**src/rtl/ps2_pkg.sv**
```systemverilog
// ps2_pkg: shared prefix codes, decoder states and the key-event record.
package ps2_pkg;
    localparam logic [7:0] PS2_PFX_EXT = 8'hE0;
    localparam logic [7:0] PS2_PFX_BRK = 8'hF0;

    typedef enum logic [1:0] {IDLE, EXT, BRK, EXT_BRK} state_t;

    typedef struct packed {
        logic       ext;
        logic       brk;
        logic [7:0] code;
    } evt_t;
endpackage

```
**src/rtl/key_evt_fifo.sv**
```systemverilog
// key_evt_fifo: synchronous first-word-fall-through FIFO; the caller never pushes
// when full without a same-cycle pop, and never pops when empty.
module key_evt_fifo #(
    parameter int WIDTH = 10,
    parameter int DEPTH = 8
) (
    input  logic             clk,
    input  logic             rst,
    input  logic             push,
    input  logic [WIDTH-1:0] din,
    input  logic             pop,
    output logic [WIDTH-1:0] dout,
    output logic             full,
    output logic             empty
);
    localparam int AW = $clog2(DEPTH);
    logic [WIDTH-1:0] mem [DEPTH];
    logic [AW:0] wp, rp;
    assign empty = wp == rp;
    // Extra pointer bit tells a full ring from an empty one.
    assign full  = (wp[AW] != rp[AW]) && (wp[AW-1:0] == rp[AW-1:0]);
    assign dout  = mem[rp[AW-1:0]];
    always_ff @(posedge clk) begin
        if (rst) begin
            wp <= '0;
            rp <= '0;
        end else begin
            if (push) wp <= wp + 1'b1;
            if (pop) rp <= rp + 1'b1;
        end
    end
    always_ff @(posedge clk) begin
        if (push) mem[wp[AW-1:0]] <= din;
    end
endmodule

```
**src/rtl/ps2_key_event.sv**
```systemverilog
// ps2_key_event: drains PS/2 scan-code bytes, folds E0/F0 prefixes into key events,
// tracks the held key, counts fresh presses in BCD and queues events in a FIFO.
module ps2_key_event
    import ps2_pkg::*;
#(
    parameter int FIFO_DEPTH      = 8,
    parameter int CNT_DIGITS      = 2,
    parameter int SUPPRESS_REPEAT = 1
) (
    input  logic                    clk,
    input  logic                    rst,
    input  logic                    ps2_ready,
    input  logic [7:0]              ps2_byte,
    output logic                    ps2_nextdata_n,
    output logic                    evt_valid,
    input  logic                    evt_ready,
    output logic [7:0]              evt_code,
    output logic                    evt_ext,
    output logic                    evt_break,
    output logic                    key_held,
    output logic [8:0]              held_code,
    output logic [4*CNT_DIGITS-1:0] press_bcd,
    output logic                    overflow
);
    state_t state;
    logic accept, is_e0, is_f0, emit, ext, brk, rpt, enq, push, pop, full, empty, c;
    logic [8:0] key;
    logic [4*CNT_DIGITS-1:0] bcd_nxt;
    evt_t evt_in, head;

    assign accept = ps2_ready & ps2_nextdata_n;
    assign is_e0  = ps2_byte == PS2_PFX_EXT;
    assign is_f0  = ps2_byte == PS2_PFX_BRK;
    assign emit   = accept & ~is_e0 & ~is_f0;
    assign ext    = (state == EXT) || (state == EXT_BRK);
    assign brk    = (state == BRK) || (state == EXT_BRK);
    assign key    = {ext, ps2_byte};
    assign rpt    = key_held && (key == held_code);
    assign enq    = emit & (brk | ~rpt | (SUPPRESS_REPEAT == 0));
    assign pop    = ~empty & evt_ready;
    assign push   = enq & (~full | pop);
    assign evt_in = evt_t'({ext, brk, ps2_byte});

    always_comb begin
        bcd_nxt = press_bcd;
        c = 1'b1;
        for (int i = 0; i < CNT_DIGITS; i++) begin
            bcd_nxt[4*i +: 4] = c ? ((press_bcd[4*i +: 4] == 4'd9) ? 4'd0 : press_bcd[4*i +: 4] + 4'd1)
                                  : press_bcd[4*i +: 4];
            c = c & (press_bcd[4*i +: 4] == 4'd9);
        end
    end

    always_ff @(posedge clk) begin
        if (rst) begin
            state          <= IDLE;
            ps2_nextdata_n <= 1'b1;
            key_held       <= 1'b0;
            held_code      <= '0;
            press_bcd      <= '0;
            overflow       <= 1'b0;
        end else begin
            ps2_nextdata_n <= ~accept;
            // Non-emitting bytes are prefixes: only IDLE and EXT advance, others hold.
            if (accept)
                state <= emit ? IDLE :
                         (state == IDLE && is_e0) ? EXT :
                         (state == IDLE) ? BRK :
                         (state == EXT && is_f0) ? EXT_BRK : state;
            if (emit && !brk && !rpt) begin
                key_held  <= 1'b1;
                held_code <= key;
                press_bcd <= bcd_nxt;
            end
            if (emit && brk && key == held_code) begin
                key_held  <= 1'b0;
                held_code <= '0;
            end
            if (enq && !push) overflow <= 1'b1;
        end
    end

    key_evt_fifo #(.WIDTH($bits(evt_t)), .DEPTH(FIFO_DEPTH)) u_fifo (
        .clk   (clk),
        .rst   (rst),
        .push  (push),
        .din   (evt_in),
        .pop   (pop),
        .dout  (head),
        .full  (full),
        .empty (empty)
    );

    assign evt_valid = ~empty;
    assign evt_code  = head.code;
    assign evt_ext   = head.ext;
    assign evt_break = head.brk;
endmodule

```
**config.mk**
```make
export PLATFORM = sky130hd
export DESIGN_NAME = ps2_key_event
export DESIGN_NICKNAME = d
export VERILOG_FILES = /design/src/rtl/ps2_pkg.sv /design/src/rtl/key_evt_fifo.sv /design/src/rtl/ps2_key_event.sv
export SDC_FILE = /design/constraint.sdc
export NUM_CORES = 1
export LEC_CHECK = 0
export CORE_ASPECT_RATIO = 1.4
export CORE_MARGIN = 2
export CORE_UTILIZATION = 61
export CTS_CLUSTER_SIZE = 20
export DETAILED_ROUTE_END_ITERATION = 8
export HOLD_SLACK_MARGIN = 0.05
export PLACE_DENSITY = 0.95
export SYNTH_ARGS = -nofsm -noshare
export SYNTH_HDL_FRONTEND = slang
export SYNTH_SLANG_ARGS = --single-unit
```
**constraint.sdc**
```tcl
create_clock -name clk -period 4.79 [get_ports clk]
set_input_delay 0.958 -clock clk [delete_from_list [all_inputs] [get_ports clk]]
set_output_delay 0.958 -clock clk [all_outputs]
set_load 0.02 [all_outputs]
```
Word-level counts from Yosys, hierarchy flattened

Memories as Yosys holds them, arrays and structs flattened. A register that Yosys moved wholly into a read port is not among the register bits.
Cells that the tools add are included.

Flip-flop bits (word level): 30
Input bits: 12
Memories: 1
RAM bits: 80
Latch bits: 0
ROM bits: 0
Output and inout bits: 31

Memories:

| memory     | words | width | rd ports | clocked after memory_dff | wr ports | line               | RTL |
|---|---|---|---|---|---|---|---|
| u_fifo.mem | 8     | 10    | 1        | 1                        | 1        | key_evt_fifo.sv:17 | `logic [WIDTH-1:0] mem [DEPTH];` |

$add $sub $neg: 4
Multipliers: 0
Magnitude comparators: 0
Reductions and logical operators: 19
Equal/unequal tests: 11
Muxes and demuxes: 10
Divide/modulo/power cells: 0
Bitwise logic cells: 14
Shift-type cells: 0

Operator list:

| operator              | number |
|---|---|
| $add A4 B1 Y4 const B | 4 |
| $eq A8 B8 Y1 const B  | 2 |
| $eq A9 B9 Y1          | 1 |
| $logic_and A1 B1 Y1   | 9 |
| $eq A4 B4 Y1 const B  | 2 |
| $mux W2               | 4 |
| $mux W4               | 2 |
| $and A1 B1 Y1         | 6 |
| $mux W3               | 2 |
| $not A1 Y1            | 6 |
| $eq A2 B2 Y1 const B  | 2 |
| $eq A4 B4 Y1          | 1 |
| $reduce_and A2 Y1     | 2 |
| $reduce_bool A4 Y1    | 1 |
| $eq A3 B3 Y1          | 1 |
| $logic_not A1 Y1      | 3 |
| $eq A2 B1 Y1 const B  | 1 |
| $logic_not A2 Y1      | 1 |
| $logic_or A1 B1 Y1    | 2 |
| $mux W1               | 2 |
| $or A1 B1 Y1          | 2 |
| $reduce_or A2 Y1      | 1 |
| $ne A1 B1 Y1          | 1 |

Longest topological paths before layout

Gate-level depths: netlist of the first run.

Depth in word-level cells: 10
Mapped depth: 7

By module

From an unflattened synthesis of the first run, not the netlist that was laid out.

Cell total of the unflattened synthesis: 304
Area, all modules: 4720.8 um^2

Modules (own cells, without submodules):

| module        | times used | cells each | seq. area each (um^2) | area each (um^2) |
|---|---|---|---|---|
| key_evt_fifo  | 1          | 172        | 2622.5                | 3563.4 |
| ps2_key_event | 1          | 132        | 440.4                 | 1157.4 |

Least setup slack after synthesis of the first run

Ideal clock, no wire load.

Path type: input to register
From: in ps2_byte[5]
To: mem u_fifo.mem[1][0], enable pin
Path buffers: 1
Arrival: 3.029 ns
Required time: 4.382 ns
Setup time: 0.408 ns
Slack: 1.354 ns
Stages: 6
Cell sequence: and4b_1 a21oi_4 o31ai_4 or2_1 buf_4 nor4b_1

Longest elaborated chain between the ends: 8

RTL lines:

| item                                                     | line                                     | RTL |
|---|---|---|
| start, declared                                          | ps2_key_event.sv:13                      | `input logic [7:0] ps2_byte,` |
| $eq A8 B8 Y1 / $eq A9 B9 Y1 (equally long branches)      | ps2_key_event.sv:32, ps2_key_event.sv:38 |  |
| $not A1 Y1 / $logic_and A1 B1 Y1 (equally long branches) | ps2_key_event.sv:34, ps2_key_event.sv:38 |  |
| $and A1 B1 Y1 / $not A1 Y1 (equally long branches)       | ps2_key_event.sv:34, ps2_key_event.sv:39 |  |
| $and A1 B1 Y1 / $or A1 B1 Y1 (equally long branches)     | ps2_key_event.sv:34, ps2_key_event.sv:39 |  |
| $and A1 B1 Y1 (*)                                        | ps2_key_event.sv:39                      | `assign enq = emit & (brk \| ~rpt \| (SUPPRESS_REPEAT == 0));` |
| $and A1 B1 Y1 (*)                                        | ps2_key_event.sv:41                      | `assign push = enq & (~full \| pop);` |
| $mux W1 (*)                                              | key_evt_fifo.sv:33                       | `if (push) mem[wp[AW-1:0]] <= din;` |
| $mux W1 (implied by the code) (*)                        | key_evt_fifo.sv:33                       |  |
| end, declared                                            | key_evt_fifo.sv:17                       |  |

Mark *: on every way between the ends. The rest lies on a longest branch, timed or not.

==> results of run 1 <==
==> worst register-to-register path, delay by kind of cell, from the launching register on <==
kind / cells / cell delay [ns]
XOR/XNOR: 1 / 0.24
flip-flops: 1 / 0.59
AO/OA/AOI/OAI: 1 / 0.11
AND/OR/NAND/NOR: 3 / 1.67
==> state kept, by name (all words and copies together), names as in the netlist, named ones only <==
register	count
u_fifo.mem	80
held_code	9
press_bcd	8
u_fifo.rp	4
u_fifo.wp	4
state	2
key_held	1
overflow	1
ps2_nextdata_n	1
==> metal layers <==
layer / global-route usage (%) / wire length, um / up-vias
met5: 0 / 0 / -
met4: 12.53 / 245 / 0
met3: 7.346 / 635 / 22
met2: 46.86 / 5832 / 141
met1: 32.30 / 3990 / 1519
li1: - / - / 1354
==> cells by family after synthesis <==
logic type      count (synthesis)  share of synthesized area (%)
fa+ha+maj                       2                         0.5282
mux                            34                          12.81
xor+xnor                       18                          3.328
simple gates                   77                          9.324
buf+inv                        28                          2.615
compound gates                 49                          6.736
flops                         113                          64.66
==> worst max path at each step <==
stage                start                to  slack, ns  cells after the start
6_report          register       evt_code[7]       1.05                      3
3_3_place_gp   ps2_byte[6]  u_fifo.mem[2][5]       0.81                      6
2_1_floorplan  ps2_byte[5]  u_fifo.mem[1][0]       1.35                      6
3_5_place_dp   ps2_byte[1]  u_fifo.mem[2][6]       0.65                      6
4_1_cts           register       evt_code[7]       1.04                      3
5_1_grt        ps2_byte[6]  u_fifo.mem[2][6]       0.93                      6
==> final cells by class <==
class                           instances  share of cell area, %
Sequential cell                       113                  52.25
Multi-Input combinational cell        180                  27.30
Timing Repair Buffer                   55                  8.837
Clock buffer                           27                  8.581
Tap cell                              100                  2.134
Clock inverter                          5                 0.4482
Inverter                                7                 0.4482
==> cells in the mapped netlist, types with 4 or more instances <==
| master | number | area [um2] |
|---|---|---|
| edfxtp_1 | 80 | 2402 |
| inv_1 | 7 | 26.28 |
| xor2_1 | 7 | 61.31 |
| dfxtp_1 | 33 | 660.6 |
| xnor2_1 | 11 | 96.34 |
| nor2_1 | 12 | 45.04 |
| mux4_2 | 20 | 450.4 |
| or4_1 | 7 | 52.55 |
| nor2b_1 | 5 | 31.28 |
| nor3_1 | 9 | 45.04 |
| buf_2 | 5 | 25.02 |
| nand3_1 | 11 | 55.05 |
| o21ai_0 | 15 | 75.07 |
| nand2_1 | 9 | 33.78 |
| a21oi_1 | 18 | 90.09 |
| nor4b_1 | 4 | 35.03 |
| mux2_2 | 12 | 135.1 |
| clkbuf_1 | 11 | 41.29 |
| or3_1 | 4 | 25.02 |
==> where the power goes <==
part	total [mW]	internal [mW]	switching (mW)
Clock	1.10	0.703	0.401
Sequential	1.11	1.08	0.0330
Combinational	0.353	0.179	0.174
Total	2.57	1.96	0.609
==> cells in the final DEF, fill, tap and decap left out, types with 4 or more instances in the layout <==
master | netlist | layout
edfxtp_1 | 80 | 80
clkdlybuf4s50_1 | 0 | 42
dfxtp_1 | 33 | 33
mux4_2 | 20 | 20
a21oi_1 | 18 | 18
clkbuf_16 | 0 | 17
o21ai_0 | 15 | 15
buf_4 | 1 | 13
mux2_2 | 12 | 12
nor2_1 | 12 | 12
xnor2_1 | 11 | 11
nand3_1 | 11 | 11
nand2_1 | 9 | 9
nor3_1 | 9 | 9
xor2_1 | 7 | 7
inv_1 | 7 | 7
or4_1 | 7 | 7
clkbuf_1 | 11 | 6
nor2b_1 | 5 | 5
or3_1 | 4 | 4
nor4_2 | 1 | 4
nor4b_2 | 0 | 4
clkbuf_8 | 0 | 4
clkinv_2 | 0 | 4
==> flow_metrics.tcl, run 1 <==
set metrics [dict create \
    power.leakage_nw 1.936 \
    cts_inserted_buffers 17 \
    synth_top_flop_cell "edfxtp_1" \
    finClkSkew_ns 0.007380 \
    port_buffers 42 \
    path_class "register to primary output" \
    synth_area_um2 4737 \
    clk_latency_ns 0.52 \
    slowest_stage "dfxtp_1" \
    multi_input_area_um2 1600 \
    hold_violations 0 \
    antenna_found_initial 0 \
    seqCellArea_um2 3063 \
    grt-ovfl-total 0 \
    p_per_area_nw_per_um2 438.0 \
    antenna_left 0 \
    root_buffer "clkbuf_8" \
    fin_total_pwr_mw 2.567 \
    cts_hold_buffers 0 \
    reg2reg_slack_ns 1.78 \
    vdd_drop_max_uv 328.5 \
    pin_count 43 \
    postCtsSetupBuffers 0 \
    syn_nets 335 \
    path_clk_slew_ns 0.05 \
    setup-violations-final 0 \
    max_freq_ghz 0.2672 \
    first_pass_iters 5 \
    hold_start "overflow" \
    tns_ns 0 \
    cts_sinks 113 \
    r2r-start "u_fifo.wp[0]" \
    hold_path_end "overflow" \
    holdCritPathClass "register to register" \
    rsz0062_at_grt "false" \
    wl_per_cell_um 21.98 \
    grt_pass1_wl_mm 16.59 \
    clockBufferDepth 2 \
    via_count 3036 \
    grt_usage_pct 27.35 \
    holdPathStages 2 \
    ys_seq_elements 113 \
    ys_types 49 \
    dp_hpwl_mm 6.451 \
    fillCellCount 441 \
    cts_resized 0 \
    end_kind "primary output" \
    drive_above_1_share_pct 21.96 \
    cp.arrival_ns 2.78 \
    tightestPinTransition_ns 1.225 \
    drt_iter0_drc 319 \
    synth_area_per_cell_um2 14.76 \
    crit_chain "mux4_2 -> mux2_2 -> clkdlybuf4s50_1" \
    synthArstFlopShare_pct 0 \
    cts_max_level 4 \
    dieArea_um2 8496 \
    rr_worst_depth 5 \
    cp-start-kind "register" \
    min_period_ns 3.742 \
    synth_edf_count 80 \
    crit_fanout 20 \
    grt_start_max_net_pins 28 \
    max-cap-violations 0 \
    area_delta_synth_final_pct 23.75 \
    placementRows 38 \
    critPathTopFamily "flip-flops" \
    gp_congestion 0.8893 \
    slew_headroom_pct 18.10 \
    hold_slack_ns 0.4492 \
    cts_tree "yes" \
    setup_slack_ns 1.048 \
    fp.dieH_um 108.3 \
    crit_path_max_incr_delay_ns 0.97 \
    antenna_cells 0 \
    routed_wl_mm 10.70 \
    synth_seq_area_share_pct 64.66 \
    drc 0 \
    slew_violations 0 \
    place_inst 455 \
    core_um2 7655 \
    die_w_um 78.48 \
    grt_pass1_vias 3091 \
    viasPerCell 6.234 \
    fin_crit_sh_pct 78.13 \
    status "finished, final reports clean" \
    final_core_util_pct 76.58 \
    crit_buf_inv 1 \
    place_area_um2 5333 \
    fin_cells 487 \
    crit_required_ns 3.83 \
    finalNetCount 388 \
    r2r-end "u_fifo.mem[2][6]" \
    initial_core_util_pct 61.88 \
    synthCells 321 \
    ys_warn_count 0 \
    pre_cts_ws_ns 0.6508 \
    fin_area_um2 5862 \
]
No activity file was read; power rests on OpenSTA's default activity.
==> run 2: changes to the inputs <==
--- a/config.mk
+++ b/config.mk
@@ -7,11 +7,11 @@
 export LEC_CHECK = 0
 export CORE_ASPECT_RATIO = 1.4
 export CORE_MARGIN = 2
-export CORE_UTILIZATION = 61
+export CORE_UTILIZATION = 51
 export CTS_CLUSTER_SIZE = 20
 export DETAILED_ROUTE_END_ITERATION = 8
 export HOLD_SLACK_MARGIN = 0.05
-export PLACE_DENSITY = 0.95
+export PLACE_DENSITY = 0.86
 export SYNTH_ARGS = -nofsm -noshare
 export SYNTH_HDL_FRONTEND = slang
 export SYNTH_SLANG_ARGS = --single-unit
==> constraint.sdc (replaced) <==
create_clock -name clk -period 3.2 [get_ports clk]
set_input_delay 0.64 -clock clk [delete_from_list [all_inputs] [get_ports clk]]
set_output_delay 0.64 -clock clk [all_outputs]
set_load 0.02 [all_outputs]
==> run 2 against run 1 <==
Net effect: cell area increased by 3.2%; first-iteration DRC count increased by 1.9%; global-route usage decreased by 4.1 points; count of clock-buffer cells in the layout decreased by 6; via count increased by 3.0%; power increased by 64%; sequential share of layout area decreased by 1.6 points; clock skew increased by 0.0082 ns; non-clock buffer count increased by 9; hold slack about the same; critical endpoint is now evt_valid; highest routed layer unchanged.
==> flow_metrics.tcl, run 2 (synthesis gave the netlist of run 1 again) <==
set metrics [dict create \
    status "finished, final reports clean" \
    grt-ovfl-total 0 \
    cts_resized 0 \
    grt_use_met1_pct 26.89 \
    antenna_cells 0 \
    final_common_cell "edfxtp_1" \
    reg2reg_slack_ns 0.62 \
    place_area_um2 5421 \
    power.leakage_nw 2.013 \
    grt_pass1_vias 3157 \
    rsz0062_at_grt "false" \
    routed_wl_mm 11.00 \
    r2r-end "u_fifo.mem[1][3]" \
    hold_start "overflow" \
    placementRows 41 \
    tightestPinTransition_ns 0.9688 \
    first_pass_iters 4 \
    via_count 3128 \
    end_kind "primary output" \
    slew_headroom_pct 34.57 \
    slew_violations 0 \
    max-cap-violations 0 \
    largest_reg_flops 80 \
    drt_iter0_drc 325 \
    grt_usage_pct 23.24 \
    area_delta_synth_final_pct 27.68 \
    root_buffer "clkbuf_16" \
    cts_hold_buffers 0 \
    p_seq_share_pct 39.2 \
    cts_max_level 4 \
    clk_latency_ns 0.41 \
    cp.arrival_ns 2.41 \
    min_period_ns 3.048 \
    cp-start-kind "register" \
    clkPwrFrac_pct 47.6 \
    power_frac_comb_pct 13.2 \
    holdPathStages 2 \
    grt_pass1_wl_mm 17.34 \
    rr_worst_depth 6 \
    gp_congestion 0.8299 \
    hold_violations 0 \
    cts_inserted_buffers 17 \
    antenna_left 0 \
    grt_start_max_net_pins 28 \
    fp.dieH_um 118.0 \
    viasPerCell 6.219 \
    cts_sinks 113 \
    finalNetCount 397 \
    cts_tree "yes" \
    initial_core_util_pct 52.47 \
    power.switching_uw 948.3 \
    path_clk_slew_ns 0.05 \
    fin_area_um2 6048 \
    layout_common_cells "80 x edfxtp_1, 42 x clkdlybuf4s50_1, 33 x dfxtp_1, 21 x buf_4, 20 x mux4_2" \
    path_class "register to primary output" \
    clockBufferDepth 2 \
    crit_fanout 10 \
    dieArea_um2 10090 \
    die_w_um 85.45 \
    max_freq_ghz 0.3281 \
    dp_hpwl_mm 6.746 \
    port_buffers 42 \
    crit_required_ns 2.56 \
    tns_ns 0 \
    swShare_pct 22.48 \
    r2r-start "u_fifo.wp[1]" \
    p_per_area_nw_per_um2 697.3 \
    core_um2 9029 \
    holdCritPathClass "register to register" \
    fin_crit_sh_pct 95.24 \
    finClkSkew_ns 0.01559 \
    vdd_drop_max_uv 570.4 \
    hold_path_end "overflow" \
    postCtsSetupBuffers 0 \
    drive_above_1_share_pct 23.99 \
    use_met2_pct 40.48 \
    antenna_found_initial 0 \
    wl_per_cell_um 21.86 \
    pin_count 43 \
    setup-violations-final 0 \
    drc 0 \
    grt_busiest_layer "met2" \
    p_int_mw 3.269 \
    met3_usage_pct 5.891 \
]
==> run 2: cell count changes in the layout (fill, tap and decap cells not counted), sizes merged <==
cell,change
clkinvlp,+3
clkinv,-1
buf,+9
clkbuf,-6
bufinv,+5
inv,-1
==> run 2: power groups by stage <==
| stage | clock network (mW) | logic [mW] | registers (mW) |
|---|---|---|---|
| 2_1_floorplan | 0 | 0.344 | 1.67 |
| 4_1_cts | 2.03 | 0.561 | 1.65 |
| 3_5_place_dp | 0 | 0.552 | 1.68 |
| 6_report | 2.01 | 0.557 | 1.65 |
| 3_3_place_gp | 0 | 0.540 | 1.68 |
| 5_1_grt | 2.08 | 0.596 | 1.66 |
==> run 2: how the worst max path moves through the flow <==
stage                             to  cells past startpoint  slack [ns]         start
global placement    u_fifo.mem[3][6]                      7        0.18   ps2_byte[2]
global route               evt_valid                      4        0.07  u_fifo.wp[1]
floorplan           u_fifo.mem[1][0]                      6        0.08   ps2_byte[5]
CTS                        evt_valid                      4        0.13  u_fifo.wp[1]
finish                     evt_valid                      4        0.15  u_fifo.wp[1]
detailed placement  u_fifo.mem[3][7]                      7        0.09   ps2_byte[2]
==> run 2: through the flow <==
step | power, mW | hold slack, ns | cells | worst slack (ns) | util [%]
2_1_floorplan | 2.018 | 0.4942 | 321 | 0.08160 | -
3_3_place_gp | 2.217 | 0.4421 | 471 | 0.1829 | 60.05
3_5_place_dp | 2.232 | 0.4534 | 471 | 0.09061 | 60.05
4_1_cts | 4.243 | 0.4611 | 503 | 0.1324 | 66.99
5_1_grt | 4.331 | 0.4784 | 503 | 0.07063 | 66.99
6_report | 4.217 | 0.4490 | 503 | 0.1523 | 66.99
==> run 2: area by class of cell <==
class / instances / area [um2]
multi-input cells: 180 / 1600
flip-flops and latches: 113 / 3063
clock inverters: 11 / 186.4
clock buffers: 21 / 440.4
inverters: 7 / 26.28
fillers: 618 / 2980
well taps: 107 / 133.9
repair buffers: 64 / 598.1
==> run 2: worst max-delay path, cell delays in order, from the launching register on <==
cell             delay, ns
dfxtp_1               0.60
xor2_1                0.15
or3_1                 0.48
nand2b_1              0.21
clkdlybuf4s50_1       0.56
==> run 2: per-layer routing <==
metal | wire [um] | up-vias
li1 | - | 1374
met1 | 4095 | 1580
met2 | 6067 | 150
met3 | 610 | 24
met4 | 223 | 0
met5 | 0 | -
